`config.mk`:
```
export PLATFORM = sky130hd
export DESIGN_NAME = downscale_stream_flat
export DESIGN_NICKNAME = d
export VERILOG_FILES = /design/src/rtl/downscale_stream_if.sv /design/src/rtl/downscale_stream.sv /design/src/flat_wrapper.sv
export SDC_FILE = /design/constraint.sdc
export NUM_CORES = 1
export LEC_CHECK = 0
export ABC_AREA = 1
export CAP_MARGIN = 25
export CORE_MARGIN = 1
export CORE_UTILIZATION = 30
export CTS_CLUSTER_DIAMETER = 30
export CTS_CLUSTER_SIZE = 30
export DETAILED_ROUTE_END_ITERATION = 12
export SKIP_CTS_REPAIR_TIMING = 1
export SLEW_MARGIN = 20
export SYNTH_ARGS = -nofsm -noshare
export SYNTH_HDL_FRONTEND = slang
export SYNTH_SLANG_ARGS = --single-unit
```
`constraint.sdc`:
```
create_clock -name clock_i -period 5.63 [get_ports clock_i]
set_clock_uncertainty 0.2 [all_clocks]
set_input_delay 1.4075 -clock clock_i [delete_from_list [all_inputs] [get_ports clock_i]]
set_output_delay 1.4075 -clock clock_i [all_outputs]
set_load 0.02 [all_outputs]
```
`src/rtl/downscale_stream_if.sv`:
```
// Stream bundle for downscale_stream: frame start, input beats,
// output beats and frame status.
interface downscale_stream_if #(
  parameter int DATA_WIDTH = 32,
  parameter int LANES      = 1
);
  logic                             start_i;
  logic                             in_valid_i;
  logic                             in_ready_o;
  logic [LANES*DATA_WIDTH-1:0]      data_i;
  logic                             out_valid_o;
  logic                             out_ready_i;
  logic [LANES*(DATA_WIDTH+1)-1:0]  sub_result_o;
  logic                             out_last_o;
  logic [DATA_WIDTH-1:0]            max_o;
  logic                             busy_o;
  logic                             done_o;

  modport master (
    output start_i, in_valid_i, data_i, out_ready_i,
    input  in_ready_o, out_valid_o, sub_result_o,
    input  out_last_o, max_o, busy_o, done_o
  );

  modport slave (
    input  start_i, in_valid_i, data_i, out_ready_i,
    output in_ready_o, out_valid_o, sub_result_o,
    output out_last_o, max_o, busy_o, done_o
  );
endinterface

```
`src/rtl/downscale_stream.sv`:
```
// Buffers one frame, tracks its signed maximum, then streams
// out every element minus that maximum.
module downscale_stream #(
  parameter int DATA_WIDTH = 32,
  parameter int NUM_DATA   = 10,
  parameter int LANES      = 1
) (
  input  logic clock_i,
  input  logic reset_i,
  downscale_stream_if.slave bus
);
  localparam int BEATS = NUM_DATA / LANES;
  localparam int CW    = (BEATS > 1) ? $clog2(BEATS) : 1;
  localparam int RW    = DATA_WIDTH + 1;
  localparam int BW    = LANES * DATA_WIDTH;

  localparam logic [CW-1:0] LAST = CW'(BEATS - 1);
  localparam logic signed [DATA_WIDTH-1:0] MIN_VAL =
    {1'b1, {(DATA_WIDTH-1){1'b0}}};

  typedef enum logic [1:0] {
    IDLE,
    LOAD,
    DRAIN
  } state_t;

  state_t state;
  state_t state_nxt;

  logic [CW-1:0] wr_cnt;
  logic [CW-1:0] rd_ptr;
  logic          done_q;

  logic signed [DATA_WIDTH-1:0] max_q;
  logic signed [DATA_WIDTH-1:0] beat_max;
  logic signed [DATA_WIDTH-1:0] lane_val;

  logic [BW-1:0]         mem [BEATS];
  logic [BW-1:0]         rd_word;
  logic [LANES*RW-1:0]   sub;

  logic start_ok;
  logic in_fire;
  logic out_fire;
  logic last_rd;

  assign start_ok = (state == IDLE) && bus.start_i;
  assign in_fire  = (state == LOAD) && bus.in_valid_i;
  assign out_fire = (state == DRAIN) && bus.out_ready_i;
  assign last_rd  = (state == DRAIN) && (rd_ptr == LAST);
  assign rd_word  = mem[rd_ptr];

  // Running max folds in every lane of the current beat.
  always_comb begin
    beat_max = max_q;
    lane_val = '0;
    for (int k = 0; k < LANES; k++) begin
      lane_val = $signed(bus.data_i[k*DATA_WIDTH +: DATA_WIDTH]);
      if (lane_val > beat_max) beat_max = lane_val;
    end
  end

  // One extra bit makes x - max exact for any pair.
  always_comb begin
    sub = '0;
    if (state == DRAIN) begin
      for (int k = 0; k < LANES; k++) begin
        sub[k*RW +: RW] =
          {rd_word[k*DATA_WIDTH + DATA_WIDTH - 1],
           rd_word[k*DATA_WIDTH +: DATA_WIDTH]}
          - {max_q[DATA_WIDTH-1], max_q};
      end
    end
  end

  always_comb begin
    state_nxt = state;
    unique case (state)
      IDLE:    if (bus.start_i) state_nxt = LOAD;
      LOAD:    if (in_fire && wr_cnt == LAST) state_nxt = DRAIN;
      DRAIN:   if (out_fire && last_rd) state_nxt = IDLE;
      default: state_nxt = IDLE;
    endcase
  end

  always_ff @(posedge clock_i) begin
    if (reset_i) state <= IDLE;
    else         state <= state_nxt;
  end

  always_ff @(posedge clock_i) begin
    if (reset_i) begin
      wr_cnt <= '0;
      rd_ptr <= '0;
      max_q  <= '0;
      done_q <= 1'b0;
    end else begin
      done_q <= out_fire && last_rd;
      if (start_ok) begin
        wr_cnt <= '0;
        rd_ptr <= '0;
        max_q  <= MIN_VAL;
      end
      if (in_fire) begin
        wr_cnt <= (wr_cnt == LAST) ? '0 : wr_cnt + CW'(1);
        max_q  <= beat_max;
      end
      if (out_fire) begin
        rd_ptr <= last_rd ? '0 : rd_ptr + CW'(1);
      end
    end
  end

  always_ff @(posedge clock_i) begin
    if (!reset_i && in_fire) mem[wr_cnt] <= bus.data_i;
  end

  assign bus.in_ready_o   = (state == LOAD);
  assign bus.out_valid_o  = (state == DRAIN);
  assign bus.sub_result_o = sub;
  assign bus.out_last_o   = last_rd;
  assign bus.max_o        = max_q;
  assign bus.busy_o       = (state != IDLE);
  assign bus.done_o       = done_q;
endmodule

```
`src/flat_wrapper.sv`:
```
// flat-port wrapper written by rule: the top's interface ports become plain ports
module downscale_stream_flat 
#(
  parameter int DATA_WIDTH = 32,
  parameter int NUM_DATA   = 10,
  parameter int LANES      = 1
)
  (clock_i, reset_i, bus_start_i, bus_in_valid_i, bus_data_i, bus_out_ready_i, bus_in_ready_o, bus_out_valid_o, bus_sub_result_o, bus_out_last_o, bus_max_o, bus_busy_o, bus_done_o);
  downscale_stream_if #(.DATA_WIDTH(DATA_WIDTH), .LANES(LANES)) bus_i ();
  input  logic clock_i;
  input  logic reset_i;
  input wire logic [$bits(bus_i.start_i)-1:0] bus_start_i;
  input wire logic [$bits(bus_i.in_valid_i)-1:0] bus_in_valid_i;
  input wire logic [$bits(bus_i.data_i)-1:0] bus_data_i;
  input wire logic [$bits(bus_i.out_ready_i)-1:0] bus_out_ready_i;
  output wire logic [$bits(bus_i.in_ready_o)-1:0] bus_in_ready_o;
  output wire logic [$bits(bus_i.out_valid_o)-1:0] bus_out_valid_o;
  output wire logic [$bits(bus_i.sub_result_o)-1:0] bus_sub_result_o;
  output wire logic [$bits(bus_i.out_last_o)-1:0] bus_out_last_o;
  output wire logic [$bits(bus_i.max_o)-1:0] bus_max_o;
  output wire logic [$bits(bus_i.busy_o)-1:0] bus_busy_o;
  output wire logic [$bits(bus_i.done_o)-1:0] bus_done_o;
  assign bus_i.start_i = bus_start_i;
  assign bus_i.in_valid_i = bus_in_valid_i;
  assign bus_i.data_i = bus_data_i;
  assign bus_i.out_ready_i = bus_out_ready_i;
  assign bus_in_ready_o = bus_i.in_ready_o;
  assign bus_out_valid_o = bus_i.out_valid_o;
  assign bus_sub_result_o = bus_i.sub_result_o;
  assign bus_out_last_o = bus_i.out_last_o;
  assign bus_max_o = bus_i.max_o;
  assign bus_busy_o = bus_i.busy_o;
  assign bus_done_o = bus_i.done_o;
  downscale_stream #(.DATA_WIDTH(DATA_WIDTH), .NUM_DATA(NUM_DATA), .LANES(LANES)) u_core (.clock_i(clock_i), .reset_i(reset_i), .bus(bus_i));
endmodule
```
==> out/qor.txt <==
top cells by area, synth -> edfxtp_1, mux2i_1, dfxtp_1
Final Cycle Share -> 96.3%
status -> finished, final reports clean
first-pass GRT wire length -> 75900 um
Tmin final -> 5.42 ns
top cells by count, synth -> edfxtp_1, nand2_1, inv_1, o21ai_0, nor2_1
RSZ-0062 raised after global routing -> yes
clk_lat worst skew -> 0.57 ns
CTS tree -> done
critical path required time -> 4.02 ns
Worst Setup End Kind -> primary output
GRT Total Usage -> 16.9%
top cell type's share of synthesized area -> 55.4%
Slew Viols, Final -> 0
Gate power share -> 8.7%
Initial Utilization -> 30.5%
total CTS buffers -> 66
Int Power -> 0.00565 W
cells after synthesis -> 1615
Iter 0 DRT Violations -> 1000
clk sinks -> 367
largest net degree at the start of global routing -> 52
Max-Cap Viols -> 0
Yosys Warn Count -> 0
Cell Area, Synth -> 0.0174 mm^2
Synth area leader -> edfxtp_1
chip width -> 243 um
Crit Path Max Fanout -> 25
DRT antenna net count -> 0
WL/cell -> 19.7 um
final hold violation count -> 0
Max-slew headroom -> 28.3%
Routed Wire Length -> 51400 um
Setup WS post-layout -> 0.208 ns
Setup WS pre-CTS -> 0.209 ns
crit path launch type -> register
EDFF count, synth -> 320
Hold Path Class -> reg2reg
vias in the first global route -> 12700
total grt overflow -> 0
Cell variety after synth -> 37
die area -> 0.0588 mm^2
number of port buffers -> 106
flops & latches, synth -> 367
DR vias/cell -> 4.93
Clock power frac -> 50.9%
total number of vias -> 12900
Max Buffers Root-to-Sink -> 3
FP Rows -> 87
fraction of layout cells with a size suffix above 1 -> 13.4%
CP Data Arrival Time -> 3.81 ns
worst-margin pin slew -> 1.07 ns
initial antenna violation count -> 3
Fin Hold WS -> 0.281 ns
post-synthesis sequential area ratio -> 60.8%
First-pass DRT Iterations -> 5
Final Setup Violations -> 0
total power -> 0.00747 W
nets@finish -> 1909
Syn Nets -> 1720
maximum vdd drop -> 211 uV
Flop pwr share -> 40.4%
Finished Core Util -> 39.1%
power density cells -> 337 mW/mm^2
CTS root buf -> clkbuf_16
Max Freq -> 184 MHz
most numerous cell in the Yosys netlist -> edfxtp_1
CORE AREA -> 0.0568 mm^2
Worst-path clk slew -> 0.05 ns
area grow syn2layout -> 27.9%
static leakage -> 8.17 nW
global placement routability congestion -> 0.957
die height -> 243 um
num ports -> 107
Mapped Avg Cell Area -> 10.7 um^2
post-DP HPWL -> 34200 um
DRC errors left -> 0
Sw Ratio -> 24.4%
H-Tree Depth -> 3
Worst Path Class, Setup -> reg2out
dominant synthesized flop cell -> edfxtp_1
Psw -> 0.00182 W
Synth async-reset ratio -> 0%
stage by stage:
stage	TNS, ns	area [um^2]	std cells
final	0	22200	2614
after global routing	-0.0297	22200	2614
after CTS	-7.63	21900	2597
after detailed placement	0	19800	2477
after global placement	0	19800	2477
after floorplan	0	17400	1615
sequential cells by signal, indices dropped and copies added, names as in the netlist, named ones only:
register           flops
u_core.bus.max_o      32
u_core.mem           320
u_core.wr_cnt          4
u_core.state           2
u_core.rd_ptr          4
u_core.bus.done_o      1
power groups by stage:
stage	clock network, W	logic [W]	registers (W)
floorplan	0	0.000331	0.00309
global placement	0	0.000608	0.00307
detailed placement	0	0.000612	0.00307
CTS	0.00385	0.000616	0.00302
global route	0.00399	0.000717	0.00302
finish	0.00380	0.000649	0.00302
placed cells by master, fill, tap and decap left out, types with 14 or more instances in the layout:
cell / netlist / layout
edfxtp_1: 320 / 320
nand2_1: 236 / 235
inv_1: 169 / 169
nor2_1: 143 / 135
o21ai_0: 153 / 135
a21oi_1: 142 / 134
mux2i_1: 95 / 95
clkdlybuf4s50_1: 0 / 81
buf_4: 0 / 71
clkbuf_16: 0 / 70
o211ai_1: 67 / 67
ha_1: 67 / 58
dfxtp_1: 47 / 44
nand3_1: 43 / 43
o21ai_1: 3 / 18
dlymetal6s2s_1: 0 / 14
cells by family after synthesis:
logic type	count (synthesis)	synth area share, %
simple gates	444	10.3
compound gates	394	12.8
flops	367	60.8
buf+inv	240	5.40
mux	95	5.48
fa+ha+maj	68	4.94
xor+xnor	7	0.353
layout make-up:
class,count,area (um^2)
Antenna cell,2,5.00
Clock buffer,76,1730
Clock inverter,44,415
Fill cell,5480,34600
Inverter,172,648
Multi-Input combinational cell,1008,6070
Sequential cell,367,10600
Tap cell,756,946
Timing Repair Buffer,189,1830
critical path, cell delays in order, from the launching register on:
cell	delay (ns)
dfxtp_4	0.46
buf_4	0.17
clkbuf_16	0.20
mux2i_1	0.20
o211ai_1	0.10
nand3_1	0.18
o21ai_0	0.18
ha_1	0.36
nand2_1	0.10
nor2_1	0.18
inv_1	0.12
o31ai_4	0.35
o21ai_0	0.14
a21oi_1	0.24
dlymetal6s2s_1	0.26
layer usage:
| metal | track usage (%) | part of all wire (%) | vias up |
|---|---|---|---|
| li1 | - | - | 6108 |
| met1 | 21.8 | 43 | 6305 |
| met2 | 28.0 | 48 | 391 |
| met3 | 3.41 | 5.7 | 95 |
| met4 | 6.29 | 3.2 | 0 |
| met5 | 0 | 0 | - |
worst paths after layout:
check	start	cells past startpoint	slack, ns	endpoint
worst min register to register	u_core.wr_cnt[3]	2	0.28	u_core.wr_cnt[3]
worst min-delay path	u_core.wr_cnt[3]	2	0.28	u_core.wr_cnt[3]
worst max register to register	u_core.state[0]	7	2.48	u_core.mem[5][18]
worst max-delay path	register	14	0.21	bus_sub_result_o[13]
Note: power is estimated with default switching activity, not from simulation.
